File: src/rtl/arb_pkg.sv
// Shared types and constants for the IFU/LSU AXI-lite arbiter.
// Bus width macros are defined here only when the surrounding build has not already provided them.
`ifndef AXI_ADDR_W
`define AXI_ADDR_W 32
`endif
`ifndef AXI_DATA_W
`define AXI_DATA_W 32
`endif
`ifndef AXI_RESP_W
`define AXI_RESP_W 2
`endif
`ifndef AXI_WSTRB_W
`define AXI_WSTRB_W 4
`endif

package arb_pkg;

  typedef enum logic [1:0] {
    IDLE  = 2'd0,
    RD_M0 = 2'd1,
    RD_M1 = 2'd2,
    WR_M1 = 2'd3
  } arb_state_e;

  localparam logic M0 = 1'b0;
  localparam logic M1 = 1'b1;

endpackage

File: src/rtl/rr_arb2.sv
// Two-way round-robin picker: under contention, the master not granted last wins.
module rr_arb2
  import arb_pkg::*;
(
  input  logic [1:0] req,
  input  logic       last,
  output logic [1:0] gnt
);

  always_comb begin
    gnt = req;
    if (&req) begin
      gnt = (last == M1) ? 2'b01 : 2'b10;
    end
  end

endmodule

File: src/rtl/axi_lite_arbiter.sv
// Arbitrates the read-only IFU (m0) and the read/write LSU (m1) onto one AXI-lite slave,
// keeping at most one transaction outstanding on the slave port.
module axi_lite_arbiter
  import arb_pkg::*;
#(
  parameter int RR_EN = 1
) (
  input  logic                    clk,
  input  logic                    rst_n,
  // m0: IFU, read-only
  input  logic [`AXI_ADDR_W-1:0]  m0_araddr,
  input  logic                    m0_arvalid,
  output logic                    m0_arready,
  output logic [`AXI_DATA_W-1:0]  m0_rdata,
  output logic [`AXI_RESP_W-1:0]  m0_rresp,
  output logic                    m0_rvalid,
  input  logic                    m0_rready,
  // m1: LSU
  input  logic [`AXI_ADDR_W-1:0]  m1_araddr,
  input  logic                    m1_arvalid,
  output logic                    m1_arready,
  output logic [`AXI_DATA_W-1:0]  m1_rdata,
  output logic [`AXI_RESP_W-1:0]  m1_rresp,
  output logic                    m1_rvalid,
  input  logic                    m1_rready,
  input  logic [`AXI_ADDR_W-1:0]  m1_awaddr,
  input  logic                    m1_awvalid,
  output logic                    m1_awready,
  input  logic [`AXI_DATA_W-1:0]  m1_wdata,
  input  logic [`AXI_WSTRB_W-1:0] m1_wstrb,
  input  logic                    m1_wvalid,
  output logic                    m1_wready,
  output logic [`AXI_RESP_W-1:0]  m1_bresp,
  output logic                    m1_bvalid,
  input  logic                    m1_bready,
  // shared slave
  output logic [`AXI_ADDR_W-1:0]  s_araddr,
  output logic                    s_arvalid,
  input  logic                    s_arready,
  input  logic [`AXI_DATA_W-1:0]  s_rdata,
  input  logic [`AXI_RESP_W-1:0]  s_rresp,
  input  logic                    s_rvalid,
  output logic                    s_rready,
  output logic [`AXI_ADDR_W-1:0]  s_awaddr,
  output logic                    s_awvalid,
  input  logic                    s_awready,
  output logic [`AXI_DATA_W-1:0]  s_wdata,
  output logic [`AXI_WSTRB_W-1:0] s_wstrb,
  output logic                    s_wvalid,
  input  logic                    s_wready,
  input  logic [`AXI_RESP_W-1:0]  s_bresp,
  input  logic                    s_bvalid,
  output logic                    s_bready
);

  arb_state_e state_q, state_d;
  logic       ar_done_q, ar_done_d;
  logic       aw_done_q, aw_done_d;
  logic       w_done_q, w_done_d;
  logic       last_q, last_d;

  logic       req0, req1r, req1w;
  logic [1:0] rr_gnt, gnt;

  assign req0  = m0_arvalid;
  assign req1r = m1_arvalid;
  assign req1w = m1_awvalid & m1_wvalid;

  rr_arb2 u_rr_arb2 (
    .req  ({req1r | req1w, req0}),
    .last (last_q),
    .gnt  (rr_gnt)
  );

  // Fixed-priority mode lets m1 (LSU) win every contention.
  assign gnt = (RR_EN != 0) ? rr_gnt
                            : ((req1r | req1w) ? 2'b10 : {1'b0, req0});

  always_ff @(posedge clk or negedge rst_n) begin
    if (!rst_n) begin
      state_q   <= IDLE;
      ar_done_q <= 1'b0;
      aw_done_q <= 1'b0;
      w_done_q  <= 1'b0;
      last_q    <= M1;
    end else begin
      state_q   <= state_d;
      ar_done_q <= ar_done_d;
      aw_done_q <= aw_done_d;
      w_done_q  <= w_done_d;
      last_q    <= last_d;
    end
  end

  always_comb begin
    state_d    = state_q;
    ar_done_d  = ar_done_q;
    aw_done_d  = aw_done_q;
    w_done_d   = w_done_q;
    last_d     = last_q;

    m0_arready = 1'b0;
    m0_rdata   = '0;
    m0_rresp   = '0;
    m0_rvalid  = 1'b0;
    m1_arready = 1'b0;
    m1_rdata   = '0;
    m1_rresp   = '0;
    m1_rvalid  = 1'b0;
    m1_awready = 1'b0;
    m1_wready  = 1'b0;
    m1_bresp   = '0;
    m1_bvalid  = 1'b0;
    s_araddr   = '0;
    s_arvalid  = 1'b0;
    s_rready   = 1'b0;
    s_awaddr   = '0;
    s_awvalid  = 1'b0;
    s_wdata    = '0;
    s_wstrb    = '0;
    s_wvalid   = 1'b0;
    s_bready   = 1'b0;

    unique case (state_q)
      IDLE: begin
        ar_done_d = 1'b0;
        aw_done_d = 1'b0;
        w_done_d  = 1'b0;
        if (gnt[1]) begin
          last_d  = M1;
          state_d = req1w ? WR_M1 : RD_M1;
        end else if (gnt[0]) begin
          last_d  = M0;
          state_d = RD_M0;
        end
      end

      RD_M0: begin
        s_araddr   = m0_araddr;
        s_arvalid  = m0_arvalid & ~ar_done_q;
        m0_arready = s_arready & ~ar_done_q;
        if (m0_arvalid && s_arready && !ar_done_q) ar_done_d = 1'b1;
        m0_rdata   = s_rdata;
        m0_rresp   = s_rresp;
        m0_rvalid  = s_rvalid;
        s_rready   = m0_rready;
        if (s_rvalid && m0_rready) state_d = IDLE;
      end

      RD_M1: begin
        s_araddr   = m1_araddr;
        s_arvalid  = m1_arvalid & ~ar_done_q;
        m1_arready = s_arready & ~ar_done_q;
        if (m1_arvalid && s_arready && !ar_done_q) ar_done_d = 1'b1;
        m1_rdata   = s_rdata;
        m1_rresp   = s_rresp;
        m1_rvalid  = s_rvalid;
        s_rready   = m1_rready;
        if (s_rvalid && m1_rready) state_d = IDLE;
      end

      WR_M1: begin
        // AW and W complete independently; each is masked once it has handshaken.
        s_awaddr   = m1_awaddr;
        s_awvalid  = m1_awvalid & ~aw_done_q;
        m1_awready = s_awready & ~aw_done_q;
        if (m1_awvalid && s_awready && !aw_done_q) aw_done_d = 1'b1;
        s_wdata    = m1_wdata;
        s_wstrb    = m1_wstrb;
        s_wvalid   = m1_wvalid & ~w_done_q;
        m1_wready  = s_wready & ~w_done_q;
        if (m1_wvalid && s_wready && !w_done_q) w_done_d = 1'b1;
        m1_bresp   = s_bresp;
        m1_bvalid  = s_bvalid;
        s_bready   = m1_bready;
        if (s_bvalid && m1_bready) state_d = IDLE;
      end

      default: state_d = IDLE;
    endcase
  end

endmodule

File: config.mk
export PLATFORM = sky130hd
export DESIGN_NAME = axi_lite_arbiter
export DESIGN_NICKNAME = d
export VERILOG_FILES = /design/src/rtl/arb_pkg.sv /design/src/rtl/rr_arb2.sv /design/src/rtl/axi_lite_arbiter.sv
export SDC_FILE = /design/constraint.sdc
export NUM_CORES = 1
export LEC_CHECK = 0
export CAP_MARGIN = 5
export CORE_AREA = 8 8 135 137
export DETAILED_ROUTE_END_ITERATION = 6
export DIE_AREA = 0 0 143 145
export REMOVE_ABC_BUFFERS = 1
export SKIP_LAST_GASP = 1
export SLEW_MARGIN = 20
export SYNTH_ARGS = -nofsm -noshare
export SYNTH_HDL_FRONTEND = slang
export SYNTH_SLANG_ARGS = --single-unit
File: constraint.sdc
create_clock -name clk -period 3.4 [get_ports clk]
set_clock_uncertainty 0.2 [all_clocks]
set_input_delay 0.68 -clock clk [delete_from_list [all_inputs] [get_ports clk]]
set_output_delay 0.68 -clock clk [all_outputs]
set_load 0.02 [all_outputs]
# Word level (Yosys, flattened, before mapping)
# Index checks and enable logic that the tools add are counted.
[op_classes]
bitwise = 12
n_reduce_logical = 24
n_eq_ne = 11
n_mux = 39
[op_table]
columns = ["op", "count"]
rows = [
  ["2-to-1 mux 32 bit", 4],
  ["case mux 32 bit (2 select lines)", 1],
  ["2-to-1 mux 2 bit", 10],
  ["2-to-1 mux 1 bit", 17],
  ["inequality test 2 bit, second input constant", 7],
  ["logical AND 1 bit", 11],
  ["bitwise AND 1 bit", 8],
  ["case mux 1 bit (2 select lines)", 4],
  ["case mux 2 bit (4 select lines)", 1],
  ["AND reduction 2 bit", 4],
  ["equality test 2 bit, second input constant", 2],
  ["2-to-1 mux 4 bit", 1],
  ["AND reduction 4 bit", 1],
  ["nonzero test 2 bit", 2],
  ["zero test 1 bit", 3],
  ["inequality test 3 bit, second input constant", 1],
  ["inverter 1 bit", 3],
  ["case mux 1 bit (3 select lines)", 1],
  ["AND reduction 3 bit", 1],
  ["nonzero test 3 bit", 1],
  ["equality test 2 x 1 -> 1 bit, second input constant", 1],
  ["zero test 2 bit", 1],
  ["bitwise OR 1 bit", 1],
]
[totals]
in_bits = 182
out_inout_bits = 182
register_bits = 6
elab_cells = 91

# Logic depth before layout (Yosys ltp)
[logic_depth]
word_depth = 7
mapped_depth = 6
ltp_nobuf = 5

# Cells and area by module
# From an unflattened synthesis, not the netlist that was laid out.
[unflattened]
hier_cells = 286
hier_area_um2 = 1868.0
[modules_own_cells]
columns = ["mod", "cells_per_inst", "seq_area_each_um2", "n_inst", "area_per_inst_um2"]
rows = [
  ["axi_lite_arbiter", 283, 151.4, 1, 1849.3],
  ["rr_arb2", 3, 0.0, 1, 18.8],
]

# Worst setup path before layout
# OpenSTA, ideal clock, no wires.
[synth_path]
kind = "reg2out"
from = "register state_q[0]"
to = "output port s_arvalid"
stages_incl_launch_ff = 7
slack_ps = 963
required_time_ps = 2520
arrival_ps = 1557
path_buffers = 2
path_cell_list = "dfrtp_1 -> inv_1 -> ha_1 -> buf_4 -> buf_2 -> mux2i_1 -> nor3b_1"
[synth_between]
elab_chain_cells = 2
elab_cells_between_ends = 3
classes_between = "2 x eq/ne; 1 x mux"
[synth_rtl]
columns = ["item", "line", "text"]
rows = [
  ["from (decl)", "axi_lite_arbiter.sv:56", "arb_state_e state_q, state_d;"],
  ["from (signal assigned)", "axi_lite_arbiter.sv:87", "state_q <= state_d;"],
  ["equality test 2 bit or equality test 2 x 1 -> 1 bit (tied branches)", "axi_lite_arbiter.sv:124", "unique case (state_q)"],
  ["case mux 1 bit (2 select lines) (*)", "axi_lite_arbiter.sv:124", ""],
  ["to (decl)", "axi_lite_arbiter.sv:38", "output logic s_arvalid,"],
]
# Every way passes the cells marked *; elsewhere a longest branch is shown, timed or not.

# Final worst setup path
[layout_path]
from = "register state_q[0]"
to = "output port s_araddr[16]"
[layout_between]
elab_chain_cells = 2
elab_cells_between_ends = 3
classes_between = "2 x eq/ne; 1 x mux"
[layout_rtl]
columns = ["item", "line", "text"]
rows = [
  ["equality test 2 bit or equality test 2 x 1 -> 1 bit (tied branches)", "axi_lite_arbiter.sv:124", ""],
  ["case mux 32 bit (2 select lines) (*)", "axi_lite_arbiter.sv:124", ""],
  ["to (decl)", "axi_lite_arbiter.sv:37", "output logic [`AXI_ADDR_W-1:0] s_araddr,"],
]
# Marked as above.

==> impl_metrics.ini <==
[critical_path]
path_buf_inv = 3
worstPathRequired_ns = 2.52
cp-end-kind = primary output
cp_cell_sequence = inv_1, ha_2, buf_4, a22oi_1, nor2b_1, clkdlybuf4s50_1
path_class = register to primary output
worst_path_dominant_cell_family = buffers and inverters
cpPeakStageDelay_ns = 0.65
crit_arrival_ns = 2.31
crit_slowest_cell = clkdlybuf4s50_1
worstSetupStartpointType = register
path_max_fanout = 43

[clock_tree]
cts_tree = built
clk_latency_ns = 0.23
cts_buffers = 3
cts.sinks = 6
cts_hold_buf = 0
postCtsSetupBuffers = 0
htreeDepth = 1
cts_root_buffer = clkbuf_16
clk_path_buf_depth = 2
cts_resized = 0
cts.clk_slew.worst_paths_ns = 0.03

[placement]
dp_hpwl_mm = 12.8
portBuffers = 363
gp_congestion = 0.873

[sta]
period_share_pct = 93.9
final-setup-viol-count = 0
tightest_slew_ns = 0.393
tns_ns = 0
period_minus_slack_ns = 3.19
max_freq_ghz = 0.313
rsz0062_at_grt = false
maxSlewHeadroom_pct = 73.8
drv_slew = 0
hold_viol_final = 0

[power]
p_per_area_nw_per_um2 = 491
p_leak_uw = 0.00216
swShare_pct = 46.3
p_int_uw = 1550
peakVddDrop_mv = 0.644
pwr-share-clk_pct = 6.7
power_switching_uw = 1330
combPwrFrac_pct = 89.0
seqPwrFrac_pct = 4.4

[grt]
grt_start_max_net_pins = 82
grtUsageTotal_pct = 13.1
grt_pass1_wl_mm = 21.4
grt-ovfl-total = 0
antenna_found_initial = 0
grt_pass1_vias = 3383

[floorplan]
die-height_um = 145
core.rowCount = 47
die_area_um2 = 20700
coreArea_um2 = 16200
die_w_um = 143
start_util_pct = 11.9
pin_count = 364

[drt]
highest_layer = met4
dr_wl_met2_mm = 8.30
met1_length_mm = 5.52
ant_nets = 0
vias = 3215
drt_iter0_drc = 133
avgViaCountPerCell = 3.79
dr_wl_met3_um = 862
drt_drc_violations_left = 0
postRouteWirelength_mm = 14.8
detail_route.wl_per_cell_um = 17.4
firstDrtPassIters = 4

[final_layout]
antenna_cells = 0
final_util_pct = 36.3
syn2layout_area_growth_pct = 205
post_route_cells_drive_above_1_share_pct = 2.55
layout.nets = 815

[synth]
avgSynthCellArea_um2 = 6.80
synthCells = 283
synth-seq-area-share_pct = 7.86
yosys_warnings = 0
syn-cell-area_um2 = 1930
yosys_register_bits = 6
synth_top_area_share_pct = 46.1
synth_cell_types = 29
synth.area.top_cells = and2_1 (46%), a22oi_1 (13%), nor2b_1 (11%)
yosys.area.top_type = and2_1

[worst_hold_path]
hold_path_class = register to register

[status]
status = complete, no violations

[job]
maxCapViolations = 0
## cells in the mapped netlist (all sizes together)
cell	count
dfstp	1
inv	3
and3b	6
mux2i	1
a31oi	1
buf	8
a221oi	1
o22a	1
nor2b	33
a22o	2
and3	2
nand2b	2
o31a	1
nor3b	1
o2111ai	1
ha	4
a22oi	33
dfrtp	5
a21oi	5
nand2	3
nor2	2
clkbuf	20
a21bo	3
a21o	1
a32o	1
and2	142
## path summary, 6_finish.rpt
kind | start | end | slack, ns | depth (start not counted)
setup / recovery | state_q[0] | s_araddr[16] | 0.21 | 6
max in group asynchronous | rst_n | last_q | 2.22 | 1
min in group asynchronous | rst_n | aw_done_q | 0.50 | 1
hold reg to reg | last_q | last_q | 0.34 | 2
setup reg to reg | state_q[0] | state_q[0] | 1.46 | 6
hold / removal | last_q | last_q | 0.34 | 2
## sequential cells by signal, indices dropped and copies added (netlist names)
signal     count
aw_done_q      1
w_done_q       1
ar_done_q      1
last_q         1
state_q        2
## cells by family after synthesis
logic type / Yosys count / share of synthesized area, %
buffers and inverters: 31 / 6.82
AO/OA/AOI/OAI: 50 / 19.7
multiplexers: 1 / 0.520
AND/OR/NAND/NOR: 191 / 62.5
flip-flops: 6 / 7.86
adder cells (fa/ha/maj): 4 / 2.60
## metal layers
| metal | GRT usage (%) | vias to the layer above |
|---|---|---|
| met5 | 0 | - |
| li1 | - | 1617 |
| met3 | 2.26 | 8 |
| met1 | 13.8 | 1470 |
| met2 | 26.4 | 120 |
| met4 | 1.54 | 0 |
## through the flow
step | hold slack (ns) | worst slack [ns] | power (uW) | instances | cell area, um^2
2_1_floorplan | 0.184 | 0.219 | 1400 | 255 | 1810
3_3_place_gp | 0.324 | 0.311 | 2700 | 844 | 5790
3_5_place_dp | 0.331 | 0.310 | 2720 | 844 | 5790
4_1_cts | 0.336 | 0.172 | 2930 | 848 | 5870
5_1_grt | 0.377 | 0.0301 | 3060 | 848 | 5870
6_report | 0.341 | 0.209 | 2880 | 848 | 5870
## cell type report
class	count	area (um^2)
clock buffer	4	78.8
fill	1664	10300
inverter	3	11.3
multi-input combinational	246	1650
sequential	6	151
tap	220	275
timing repair buffer	369	3700
## worst reg2reg max path: cells and delay by family (launching register included)
family / cells / cell delay [ns]
flops: 1 / 0.41
compound gates: 2 / 0.49
simple gates: 1 / 0.18
buf+inv: 2 / 0.37
fa+ha+maj: 1 / 0.17
## cell usage in the layout, fill, tap and decap left out
cell type,instances
clkbuf_1,1
buf_4,4
inv_1,3
a21oi_1,5
and3_1,1
and2_1,142
nand2b_1,2
a22oi_1,33
a32o_1,1
a21bo_1,1
and3_4,1
nor2_1,2
clkdlybuf4s50_1,363
a31oi_1,1
dfrtp_1,5
a21o_1,1
o2111ai_1,1
mux2i_1,1
nor2b_1,33
a22o_1,2
a21bo_2,2
nand2_1,3
and3b_1,6
buf_12,2
dfstp_2,1
ha_1,1
a221oi_1,1
nor3b_1,1
clkbuf_16,3
ha_2,3
o31a_1,1
o22a_1,1
## power by group through the flow
stage | sequential [uW] | combinational, uW | clock [uW]
after floorplan | 119 | 1280 | 0
after global placement | 125 | 2570 | 0
after detailed placement | 127 | 2600 | 0
after CTS | 126 | 2610 | 195
after global routing | 131 | 2730 | 203
final | 126 | 2560 | 192
(Power assumes the default switching activity.)
